$ cat src/rtl/nes_pixel_palette_sel.sv
// NES PPU pixel-priority / palette-address stage.
// Merges background and sprite pixels, drives the clocked palette ROM address,
// aligns pixel position with the ROM data, and registers the final colour index.
// Also keeps the sticky sprite-0 hit flag.
module nes_pixel_palette_sel #(
    parameter int XW = 9,
    parameter int YW = 8
) (
    input  logic          clk,
    input  logic          rst,
    input  logic          frame_start,
    input  logic          pix_valid,
    input  logic [XW-1:0] pix_x,
    input  logic [YW-1:0] pix_y,
    input  logic [1:0]    bg_pix,
    input  logic [1:0]    bg_pal,
    input  logic [1:0]    spr_pix,
    input  logic [1:0]    spr_pal,
    input  logic          spr_behind,
    input  logic          spr_is0,
    input  logic          show_bg,
    input  logic          show_spr,
    input  logic          show_bg_l8,
    input  logic          show_spr_l8,
    input  logic          grayscale,
    output logic [4:0]    pal_addr,
    input  logic [7:0]    pal_dout,
    output logic          out_valid,
    output logic [XW-1:0] out_x,
    output logic [YW-1:0] out_y,
    output logic [5:0]    out_color,
    output logic          spr0_hit
);

    localparam logic [XW-1:0] X_CLIP = XW'(8);
    localparam logic [XW-1:0] X_LAST = XW'(255);

    logic          bg_op;
    logic          spr_op;
    logic          hit_cond;
    logic [4:0]    addr_sel;

    logic [4:0]    pal_addr_d,  pal_addr_q;
    logic          valid_s1_d,  valid_s1_q;
    logic [XW-1:0] x_s1_d,      x_s1_q;
    logic [YW-1:0] y_s1_d,      y_s1_q;
    logic          gray_s1_d,   gray_s1_q;
    logic          valid_s2_d,  valid_s2_q;
    logic [XW-1:0] x_s2_d,      x_s2_q;
    logic [YW-1:0] y_s2_d,      y_s2_q;
    logic          gray_s2_d,   gray_s2_q;
    logic          out_valid_d, out_valid_q;
    logic [XW-1:0] out_x_d,     out_x_q;
    logic [YW-1:0] out_y_d,     out_y_q;
    logic [5:0]    out_color_d, out_color_q;
    logic          spr0_hit_d,  spr0_hit_q;

    // The ROM's top two bits carry no colour information.
    logic          pal_dout_unused;
    assign pal_dout_unused = ^pal_dout[7:6];

    // Opacity, priority and palette address selection for the incoming pixel.
    always_comb begin
        bg_op    = pix_valid & show_bg & (bg_pix != 2'd0)
                   & ((pix_x >= X_CLIP) | show_bg_l8);
        spr_op   = pix_valid & show_spr & (spr_pix != 2'd0)
                   & ((pix_x >= X_CLIP) | show_spr_l8);
        hit_cond = bg_op & spr_op & spr_is0 & (pix_x != X_LAST);
        addr_sel = 5'h00;
        // Sprite wins unless it sits behind an opaque background; a transparent
        // pixel pair falls back to the universal backdrop, never to 10/14/18/1C.
        if (spr_op && (!bg_op || !spr_behind)) begin
            addr_sel = {1'b1, spr_pal, spr_pix};
        end else if (bg_op) begin
            addr_sel = {1'b0, bg_pal, bg_pix};
        end
        pal_addr_d = pix_valid ? addr_sel : pal_addr_q;
    end

    // Next-state for the alignment pipeline, output registers and hit flag.
    always_comb begin
        valid_s1_d  = pix_valid;
        x_s1_d      = pix_x;
        y_s1_d      = pix_y;
        gray_s1_d   = grayscale;
        valid_s2_d  = valid_s1_q;
        x_s2_d      = x_s1_q;
        y_s2_d      = y_s1_q;
        gray_s2_d   = gray_s1_q;
        out_valid_d = valid_s2_q;
        out_x_d     = out_x_q;
        out_y_d     = out_y_q;
        out_color_d = out_color_q;
        if (valid_s2_q) begin
            out_x_d     = x_s2_q;
            out_y_d     = y_s2_q;
            out_color_d = gray_s2_q ? (pal_dout[5:0] & 6'h30) : pal_dout[5:0];
        end
        // Clear has priority over a coincident hit.
        spr0_hit_d = spr0_hit_q;
        if (frame_start) begin
            spr0_hit_d = 1'b0;
        end else if (hit_cond) begin
            spr0_hit_d = 1'b1;
        end
    end

    // State registers with synchronous reset.
    always_ff @(posedge clk) begin
        if (rst) begin
            pal_addr_q  <= 5'h00;
            valid_s1_q  <= 1'b0;
            x_s1_q      <= '0;
            y_s1_q      <= '0;
            gray_s1_q   <= 1'b0;
            valid_s2_q  <= 1'b0;
            x_s2_q      <= '0;
            y_s2_q      <= '0;
            gray_s2_q   <= 1'b0;
            out_valid_q <= 1'b0;
            out_x_q     <= '0;
            out_y_q     <= '0;
            out_color_q <= 6'h00;
            spr0_hit_q  <= 1'b0;
        end else begin
            pal_addr_q  <= pal_addr_d;
            valid_s1_q  <= valid_s1_d;
            x_s1_q      <= x_s1_d;
            y_s1_q      <= y_s1_d;
            gray_s1_q   <= gray_s1_d;
            valid_s2_q  <= valid_s2_d;
            x_s2_q      <= x_s2_d;
            y_s2_q      <= y_s2_d;
            gray_s2_q   <= gray_s2_d;
            out_valid_q <= out_valid_d;
            out_x_q     <= out_x_d;
            out_y_q     <= out_y_d;
            out_color_q <= out_color_d;
            spr0_hit_q  <= spr0_hit_d;
        end
    end

    assign pal_addr  = pal_addr_q;
    assign out_valid = out_valid_q;
    assign out_x     = out_x_q;
    assign out_y     = out_y_q;
    assign out_color = out_color_q;
    assign spr0_hit  = spr0_hit_q;

endmodule

$ cat config.mk
export PLATFORM = sky130hd
export DESIGN_NAME = nes_pixel_palette_sel
export DESIGN_NICKNAME = d
export VERILOG_FILES = /design/src/rtl/nes_pixel_palette_sel.sv
export SDC_FILE = /design/constraint.sdc
export NUM_CORES = 1
export LEC_CHECK = 0
export ABC_AREA = 1
export ABC_CLOCK_PERIOD_IN_PS = 2970
export BUFFER_PORTS_ARGS = -buffer_cell sky130_fd_sc_hd__buf_4
export CAP_MARGIN = 20
export CORE_AREA = 3 3 86 88
export CTS_BUF_LIST = sky130_fd_sc_hd__clkbuf_4
export CTS_CLUSTER_DIAMETER = 200
export DETAILED_ROUTE_END_ITERATION = 10
export DIE_AREA = 0 0 89 91
export SYNTH_ARGS = -nofsm -noshare
export SYNTH_HDL_FRONTEND = slang
export SYNTH_SLANG_ARGS = --single-unit
$ cat constraint.sdc
create_clock -name clk -period 2.97 [get_ports clk]
set_clock_uncertainty 0.2 [all_clocks]
set_input_delay 0.1485 -clock clk [delete_from_list [all_inputs] [get_ports clk]]
set_output_delay 0.1485 -clock clk [all_outputs]
set_load 0.1 [all_outputs]
==> results of run 1 <==
[placed cells by master (no fill, tap or decap), types with 2 or more instances in the layout]
cell type | Yosys | layout
sky130_fd_sc_hd__nor2_1 | 82 | 82
sky130_fd_sc_hd__buf_4 | 1 | 72
sky130_fd_sc_hd__dfxtp_1 | 68 | 68
sky130_fd_sc_hd__dlygate4sd3_1 | 0 | 62
sky130_fd_sc_hd__inv_1 | 52 | 52
sky130_fd_sc_hd__nand2_1 | 20 | 20
sky130_fd_sc_hd__o21ai_0 | 19 | 19
sky130_fd_sc_hd__nand3_1 | 13 | 13
sky130_fd_sc_hd__clkbuf_4 | 0 | 9
sky130_fd_sc_hd__a21oi_1 | 6 | 6
sky130_fd_sc_hd__bufinv_16 | 0 | 4
sky130_fd_sc_hd__nor2_2 | 3 | 3
sky130_fd_sc_hd__nand4_1 | 2 | 2
sky130_fd_sc_hd__nand3_2 | 2 | 2
sky130_fd_sc_hd__nor2_4 | 2 | 2
sky130_fd_sc_hd__nor3_1 | 2 | 2
sky130_fd_sc_hd__clkinv_2 | 0 | 2
[cell type report]
| cell class | instances | area (µm²) | area share |
|---|---|---|---|
| clock buffer | 9 | 67.6 | 0.0182 |
| clock inverter | 7 | 139 | 0.0374 |
| inverter | 52 | 195 | 0.0525 |
| multi-input combinational | 155 | 691 | 0.186 |
| sequential | 68 | 1360 | 0.366 |
| tap | 80 | 100 | 0.0269 |
| timing repair buffer | 134 | 1160 | 0.313 |
[critical path, delay by kind of cell]
| kind | cells | cell delay [ns] |
|---|---|---|
| buffers and inverters | 4 | 1.78 |
| AO/OA/AOI/OAI | 1 | 0.12 |
| AND/OR/NAND/NOR | 4 | 0.57 |
[routing by layer]
metal  share of wire  track usage  vias to the layer above
met5               0            0                        -
met4           0.014       0.0633                        0
met3           0.060       0.0445                        7
met2            0.50        0.248                       54
met1            0.42        0.159                      896
li1                -            -                     1122
[sequential cells by signal, indices dropped and copies added (netlist names)]
signal and cells:
gray_s1_q 1, out_x 9, spr0_hit 1, valid_s1_q 1, pal_addr 5, out_valid 1
out_y 8, out_valid_d 1, y_s1_q 8, x_s1_q 9, gray_s2_q 1, y_s2_q 8
x_s2_q 9, out_color 6
[kinds of logic (layout without fill, tap and decap cells)]
group	after synthesis	after routing	share of synthesized area
and+or+nand+nor	128	128	0.239
AOI/OAI and AO/OA	27	27	0.0615
DFF	68	68	0.593
buffers and inverters	63	202	0.107
[power by group through the flow]
stage,clock network [mW],registers [mW],logic (mW)
floorplan,0,1.12,0.0723
finish,0.835,0.970,0.361
global route,0.897,0.975,0.388
detailed placement,0,0.991,0.297
CTS,0.855,0.970,0.360
global placement,0,0.990,0.296
[path summary, 6_finish.rpt]
kind                                endpoint  cells after the start  slack, ns   startpoint
worst max-delay path             pal_addr[4]                      9       0.49     pix_x[3]
worst min-delay path               y_s2_q[5]                      2       0.20    y_s1_q[5]
worst max register to register  out_color[0]                      5       0.80  out_valid_d
worst min register to register     y_s2_q[5]                      2       0.20    y_s1_q[5]
[stage by stage]
step | hold slack (ns) | setup slack [ns] | instance area (µm²)
after CTS | 0.209 | 0.535 | 3710
after global placement | 0.150 | 1.35 | 2890
after floorplan | 0.0555 | 1.48 | 2300
final | 0.204 | 0.493 | 3710
after detailed placement | 0.155 | 1.34 | 2890
after global routing | 0.221 | 0.417 | 3710
==> Implementation_results.wiki, run 1 <==
{| class="wikitable"
! Metric !! Value
|-
| Number of antenna violations at the first check in global routing || 0
|-
| Global-route wire length before repair || 8.98 mm
|-
| CTS Buffer Depth || 2
|-
| Per-instance average area after synthesis || 8.03 µm²
|-
| Most frequent cells after synthesis || sky130_fd_sc_hd__nor2_1 (82), sky130_fd_sc_hd__dfxtp_1 (68), sky130_fd_sc_hd__inv_1 (52)
|-
| Number of primary I/O pins || 74
|-
| Final clock period utilization by the worst path || 0.834
|-
| Switching power || 0.565 mW
|-
| Post-synth cell types || 19
|-
| Internal Dissipation || 1.60 mW
|-
| Peak supply drop || 0.228 mV
|-
| Cell with the most instances after synthesis || sky130_fd_sc_hd__nor2_1
|-
| Count of nets left with antenna violations after detail routing || 0
|-
| Pleak || 1.88 nW
|-
| Outcome || completed
|-
| Total Nets Final || 464
|-
| Final setup violation count || 0
|-
| Number of I/O port buffers || 71
|-
| Overflow left after global routing || 0
|-
| Number of CTS-inserted buffers || 9
|-
| Pins Over Slew Limit || 0
|-
| Dominant register cell in the synthesized netlist || sky130_fd_sc_hd__dfxtp_1
|-
| Placed Instances || 427
|-
| Final-layout fill cell count || 631
|-
| Time the worst path needs with I/O delays and setup || 2.48 ns
|-
| Most area-consuming cells after synthesis || sky130_fd_sc_hd__dfxtp_1 (59%), sky130_fd_sc_hd__nor2_1 (13%), sky130_fd_sc_hd__inv_1 (8.5%)
|-
| Via count of the first global-routing pass || 2020
|-
| Number of flops mapped to enable cells by yosys || 0
|-
| Die Y-Extent || 91 µm
|-
| Layout cells sized above 1 || 0.231
|-
| Flop and latch count out of synthesis || 68
|-
| Fraction of synthesized cell area taken by the top area cell type || 0.593
|-
| Startpoint types || input pin
|-
| Initial core utilization || 0.342
|-
| Element type at the critical path end || register
|-
| Total Power || 2.17 mW
|-
| Hold-fix buffers, CTS || 62
|-
| Initial detailed-routing violation count || 69
|-
| Diode insertion count for antenna repair || 0
|-
| Normalized max-slew margin || 0.503
|-
| Full die area || 0.00810 mm²
|-
| Clock transition at the register clock pins on the worst setup and hold paths after CTS || 0.11 ns
|-
| Max FO, Critical Path || 5
|-
| Horizontal extent of the die || 89 µm
|-
| Via count || 2079
|-
| Transition time at the pin with the least slew margin || 0.745 ns
|-
| TritonCTS clock tree || done
|-
| RSZ-0062 raised after global routing || false
|-
| Req. time, crit path || 3.12 ns
|-
| P&R area growth vs syn || 61.7%
|-
| Routed wire length || 5.39 mm
|-
| Net Count, Synth || 330
|-
| Combinational group share of total power || 0.167
|-
| Setup TNS || 0 ns
|-
| Via density per instance || 4.12
|-
| Root Buffer || sky130_fd_sc_hd__clkbuf_4
|-
| GRT Resource Usage Total || 0.144
|-
| Slowest-stage cell, CP || sky130_fd_sc_hd__dlygate4sd3_1
|-
| Hold Fails Final Rpt || 0
|-
| Cell Count, Final, Fillers Out || 505
|-
| Total of warnings raised by yosys || 0
|-
| Proportion of register bits with asynchronous set or reset after synthesis || 0
|-
| First-pass iteration count of the detailed router || 4
|-
| Most Frequent Cell on Critical Path || sky130_fd_sc_hd__dlygate4sd3_1
|-
| Estimated wirelength of the detail-placed design || 3.15 mm
|-
| Share of the yosys chip area belonging to registers || 0.593
|-
| Part of the power in registers || 0.448
|-
| Max frequency || 404 MHz
|-
| MaxCap Viol Count || 0
|-
| Largest net degree at the start of global routing || 47
|-
| Instance count of the mapped netlist || 286
|-
| Synth Cell Area || 0.00230 mm²
|-
| Routed WL per cell || 10.7 µm
|-
| GP Congestion || 0.744
|-
| H-tree level count || 3
|-
| Most area-hungry cell type in the Yosys netlist || sky130_fd_sc_hd__dfxtp_1
|-
| Ratio of total power to cell area || 583 mW/mm²
|-
| Switching Share || 0.261
|-
| Setup repair bufs after CTS || 0
|-
| Floorplan row count || 30
|-
| Core area || 0.00672 mm²
|-
| Type of the tightest min-delay check || reg -> reg
|-
| Post-route DRC violation count || 0
|-
| Clock sink count || 68
|-
| Core Util, Final || 0.553
|-
| Critical Path Max Stage Delay || 0.55 ns
|-
| Count of instances resized after the clock tree is built || 0
|-
| CP cell instances || dlygate4sd3_1, buf_4, nor2_2, nand4_1, nand3_2, nand2_4, dlygate4sd3_1, a21oi_1, dlygate4sd3_1
|-
| Later-pin clock latency in the skew report || 0.40 ns
|-
| Clk network pwr share || 0.386
|-
| CP Data Arrival Time || 2.63 ns
|-
| WS Path Type || in -> reg
|}
Power figures use the tool's default switching activity.
==> run 2, diff against run 1 <==
ABC_CLOCK_PERIOD_IN_PS = 2250   (was 2970)
clock period = 2.25 ns   (was 2.97 ns; I/O delays follow)
==> run 2 against run 1 <==
Sequential power rose by 32%. Non-clock buffer count up 2. Sequential cell count is the same. Setup slack worse by 0.27 ns. Via count increased by 1.6%. Cell area decreased by 1.4%. Utilization decreased by 0.76 points. Die area unchanged. Clock power down 8.1%. Sequential share of layout area rose by 0.51 points. Critical endpoint is now pal_addr[2]. Highest routed layer unchanged.
==> Implementation_results.wiki, run 2 (synthesized netlist as in run 1, its figures left out) <==
{| class="wikitable"
! Metric !! Value
|-
| Outcome || completed
|-
| Later-pin clock latency in the skew report || 0.39 ns (about the same)
|-
| Peak supply drop || 0.269 mV (+18%)
|-
| Core Util, Final || 0.545 (-0.00763)
|-
| WS Path Type || in -> reg
|-
| Time the worst path needs with I/O delays and setup || 2.03 ns
|-
| Number of antenna violations at the first check in global routing || 0 (unchanged)
|-
| Worst Hold Depth || 8 (+6)
|-
| Ratio of total power to cell area || 689 mW/mm² (+18%)
|-
| Startpoint types || input pin
|-
| H-tree level count || 3 (unchanged)
|-
| Final setup violation count || 0 (unchanged)
|-
| Pleak || 1.84 nW (-2.1%)
|-
| TritonCTS clock tree || done
|-
| Initial core utilization || 0.342 (unchanged)
|-
| Type of the tightest min-delay check || in -> reg
|-
| RSZ-0062 raised after global routing || false
|-
| Via density per instance || 4.17 (+1.2%)
|-
| Initial detailed-routing violation count || 81 (+17%)
|-
| Hold Path Origin || show_spr_l8
|-
| Diode insertion count for antenna repair || 0 (unchanged)
|-
| Cell Area, Placed || 0.00289 mm² (unchanged)
|-
| Routed WL per cell || 11.0 µm (+3.2%)
|-
| P&R area growth vs syn || 59.5%
|-
| Family of cells with the greatest summed delay on the critical path || buffers and inverters
|-
| Layout cells sized above 1 || 0.230 (-0.00108)
|-
| Critical R2R Capture || out_color[2]
|-
| Worst Reg2Reg Path Length in Cells || 4 (-1)
|-
| Transition time at the pin with the least slew margin || 0.755 ns (+0.0102 ns)
|-
| Number of I/O port buffers || 71 (unchanged)
|-
| Count of nets left with antenna violations after detail routing || 0 (unchanged)
|-
| MaxCap Viol Count || 0 (unchanged)
|-
| Count of instances resized after the clock tree is built || 0 (unchanged)
|-
| Hold Fails Final Rpt || 0 (unchanged)
|-
| Estimated wirelength of the detail-placed design || 3.24 mm (+3.0%)
|-
| GRT Resource Usage Total || 0.150 (+0.00660)
|-
| First-pass iteration count of the detailed router || 4 (unchanged)
|-
| Commonest cells after routing, fill and taps aside || sky130_fd_sc_hd__nor2_1 (82), sky130_fd_sc_hd__buf_4 (72), sky130_fd_sc_hd__dfxtp_1 (68), sky130_fd_sc_hd__dlygate4sd3_1 (64), sky130_fd_sc_hd__inv_1 (52)
|-
| Destination of the worst hold path || pal_addr[3]
|-
| Number of CTS-inserted buffers || 9 (unchanged)
|-
| CP Data Arrival Time || 2.13 ns (-0.50 ns)
|-
| Via count of the first global-routing pass || 2028 (+0.40%)
|-
| Die Y-Extent || 91 µm (unchanged)
|-
| Full die area || 0.00810 mm² (unchanged)
|-
| Horizontal extent of the die || 89 µm (unchanged)
|-
| GP Congestion || 0.761 (+2.3%)
|-
| Max frequency || 492 MHz
|-
| CTS Buffer Depth || 2 (unchanged)
|-
| Critical Path Max Stage Delay || 0.56 ns (about the same)
|-
| Sum of buffers and inverters on the critical path || 4 (unchanged)
|-
| Root Buffer || sky130_fd_sc_hd__clkbuf_4
|-
| Number of primary I/O pins || 74 (unchanged)
|-
| Via count || 2113 (+1.6%)
|-
| Slowest-stage cell, CP || sky130_fd_sc_hd__dlygate4sd3_1
|-
| Global-route wire length before repair || 9.29 mm (+3.5%)
|-
| Final clock period utilization by the worst path || 0.903
|-
| Core area || 0.00672 mm² (unchanged)
|-
| Req. time, crit path || 2.35 ns (-0.77 ns)
|-
| Commonest non-fill, non-tap cell in the layout || sky130_fd_sc_hd__nor2_1
|-
| Setup TNS || 0 ns (unchanged)
|-
| Overflow left after global routing || 0 (unchanged)
|-
| Max FO, Critical Path || 5 (unchanged)
|-
| Total Nets Final || 466 (+0.43%)
|-
| Largest net degree at the start of global routing || 47 (unchanged)
|-
| Floorplan row count || 30 (unchanged)
|-
| Post-route DRC violation count || 0 (unchanged)
|-
| Pins Over Slew Limit || 0 (unchanged)
|-
| Element type at the critical path end || register
|-
| Final Cell Area || 0.00366 mm² (-1.4%)
|-
| CP cell instances || dlygate4sd3_1, buf_4, nor2_2, nand4_1, nand3_2, nand2_4, nand2_1, nand3_1, dlygate4sd3_1, nand2_1, inv_1
|-
| Clock sink count || 68 (unchanged)
|-
| Worst r2r src || out_valid_d
|-
| Routed wire length || 5.59 mm (+3.6%)
|-
| Normalized max-slew margin || 0.496 (-0.00679)
|-
| Clock transition at the register clock pins on the worst setup and hold paths after CTS || 0.10 ns (about the same)
|-
| Flop2flop setup slack || 0.24 ns (-0.56 ns)
|}
## run 2: cell types whose count changed in the layout (fill, tap and decap cells not counted), sizes merged
cell	delta
clkinvlp	+1
dlygate4sd3	+2
bufinv	-3
clkbuf	+2
## run 2: worst max path at each step
stage,depth (start not counted),from,endpoint,slack (ns)
final,11,pix_x[3],pal_addr[2],0.22
after global routing,4,out_valid_d,out_color[3],0.07
after CTS,4,out_valid_d,out_color[0],0.25
after detailed placement,4,rst,out_x[8],0.73
after global placement,4,rst,out_x[8],0.72
after floorplan,2,out_y[5],out_y[5],0.76
## run 2: what timing repair did
| action | 4_1_cts | 5_1_grt |
|---|---|---|
| hold buffers | 64 | 0 |
| hold endpoints to repair | 51 | 0 |
| setup buffers | 0 | 0 |
## run 2: stage by stage
step | instances | hold WS (ns) | total power [mW] | setup WS, ns
detailed placement | 427 | 0.121 | 1.70 | 0.729
global route | 507 | 0.0963 | 2.64 | 0.0679
floorplan | 286 | 0.0195 | 1.58 | 0.765
finish | 507 | 0.102 | 2.52 | 0.219
CTS | 507 | 0.0661 | 2.55 | 0.255
global placement | 427 | 0.114 | 1.70 | 0.724
## run 2: final cells by class
| type | count | area (µm²) |
|---|---|---|
| repair buffers | 136 | 1180 |
| fillers | 623 | 3060 |
| well taps | 80 | 100 |
| clock buffers | 11 | 82.6 |
| clock inverters | 5 | 52.6 |
| inverters | 52 | 195 |
| multi-input cells | 155 | 691 |
| flip-flops and latches | 68 | 1360 |
## run 2: metal layers
metal,track usage,share of wire,vias to the layer above,wire (µm)
met4,0.0670,0.018,0,99
met1,0.168,0.42,917,2330
met2,0.259,0.52,60,2890
met3,0.0436,0.048,9,271
li1,-,-,1127,-
met5,0,0,-,0
## run 2: where the power goes
group / leakage, nW / internal (mW) / switching (mW)
Combinational: 1.20 / 0.181 / 0.297
Sequential: 0.559 / 1.26 / 0.0201
Clock: 0.0766 / 0.359 / 0.408
Total: 1.84 / 1.80 / 0.725
## run 2: worst reg2reg max path: stages (launching register included)
cell and delay, ns:
sky130_fd_sc_hd__dfxtp_1 0.32, sky130_fd_sc_hd__inv_1 0.55, sky130_fd_sc_hd__nand2_1 0.14, sky130_fd_sc_hd__a21oi_1 0.20
sky130_fd_sc_hd__dlygate4sd3_1 0.56
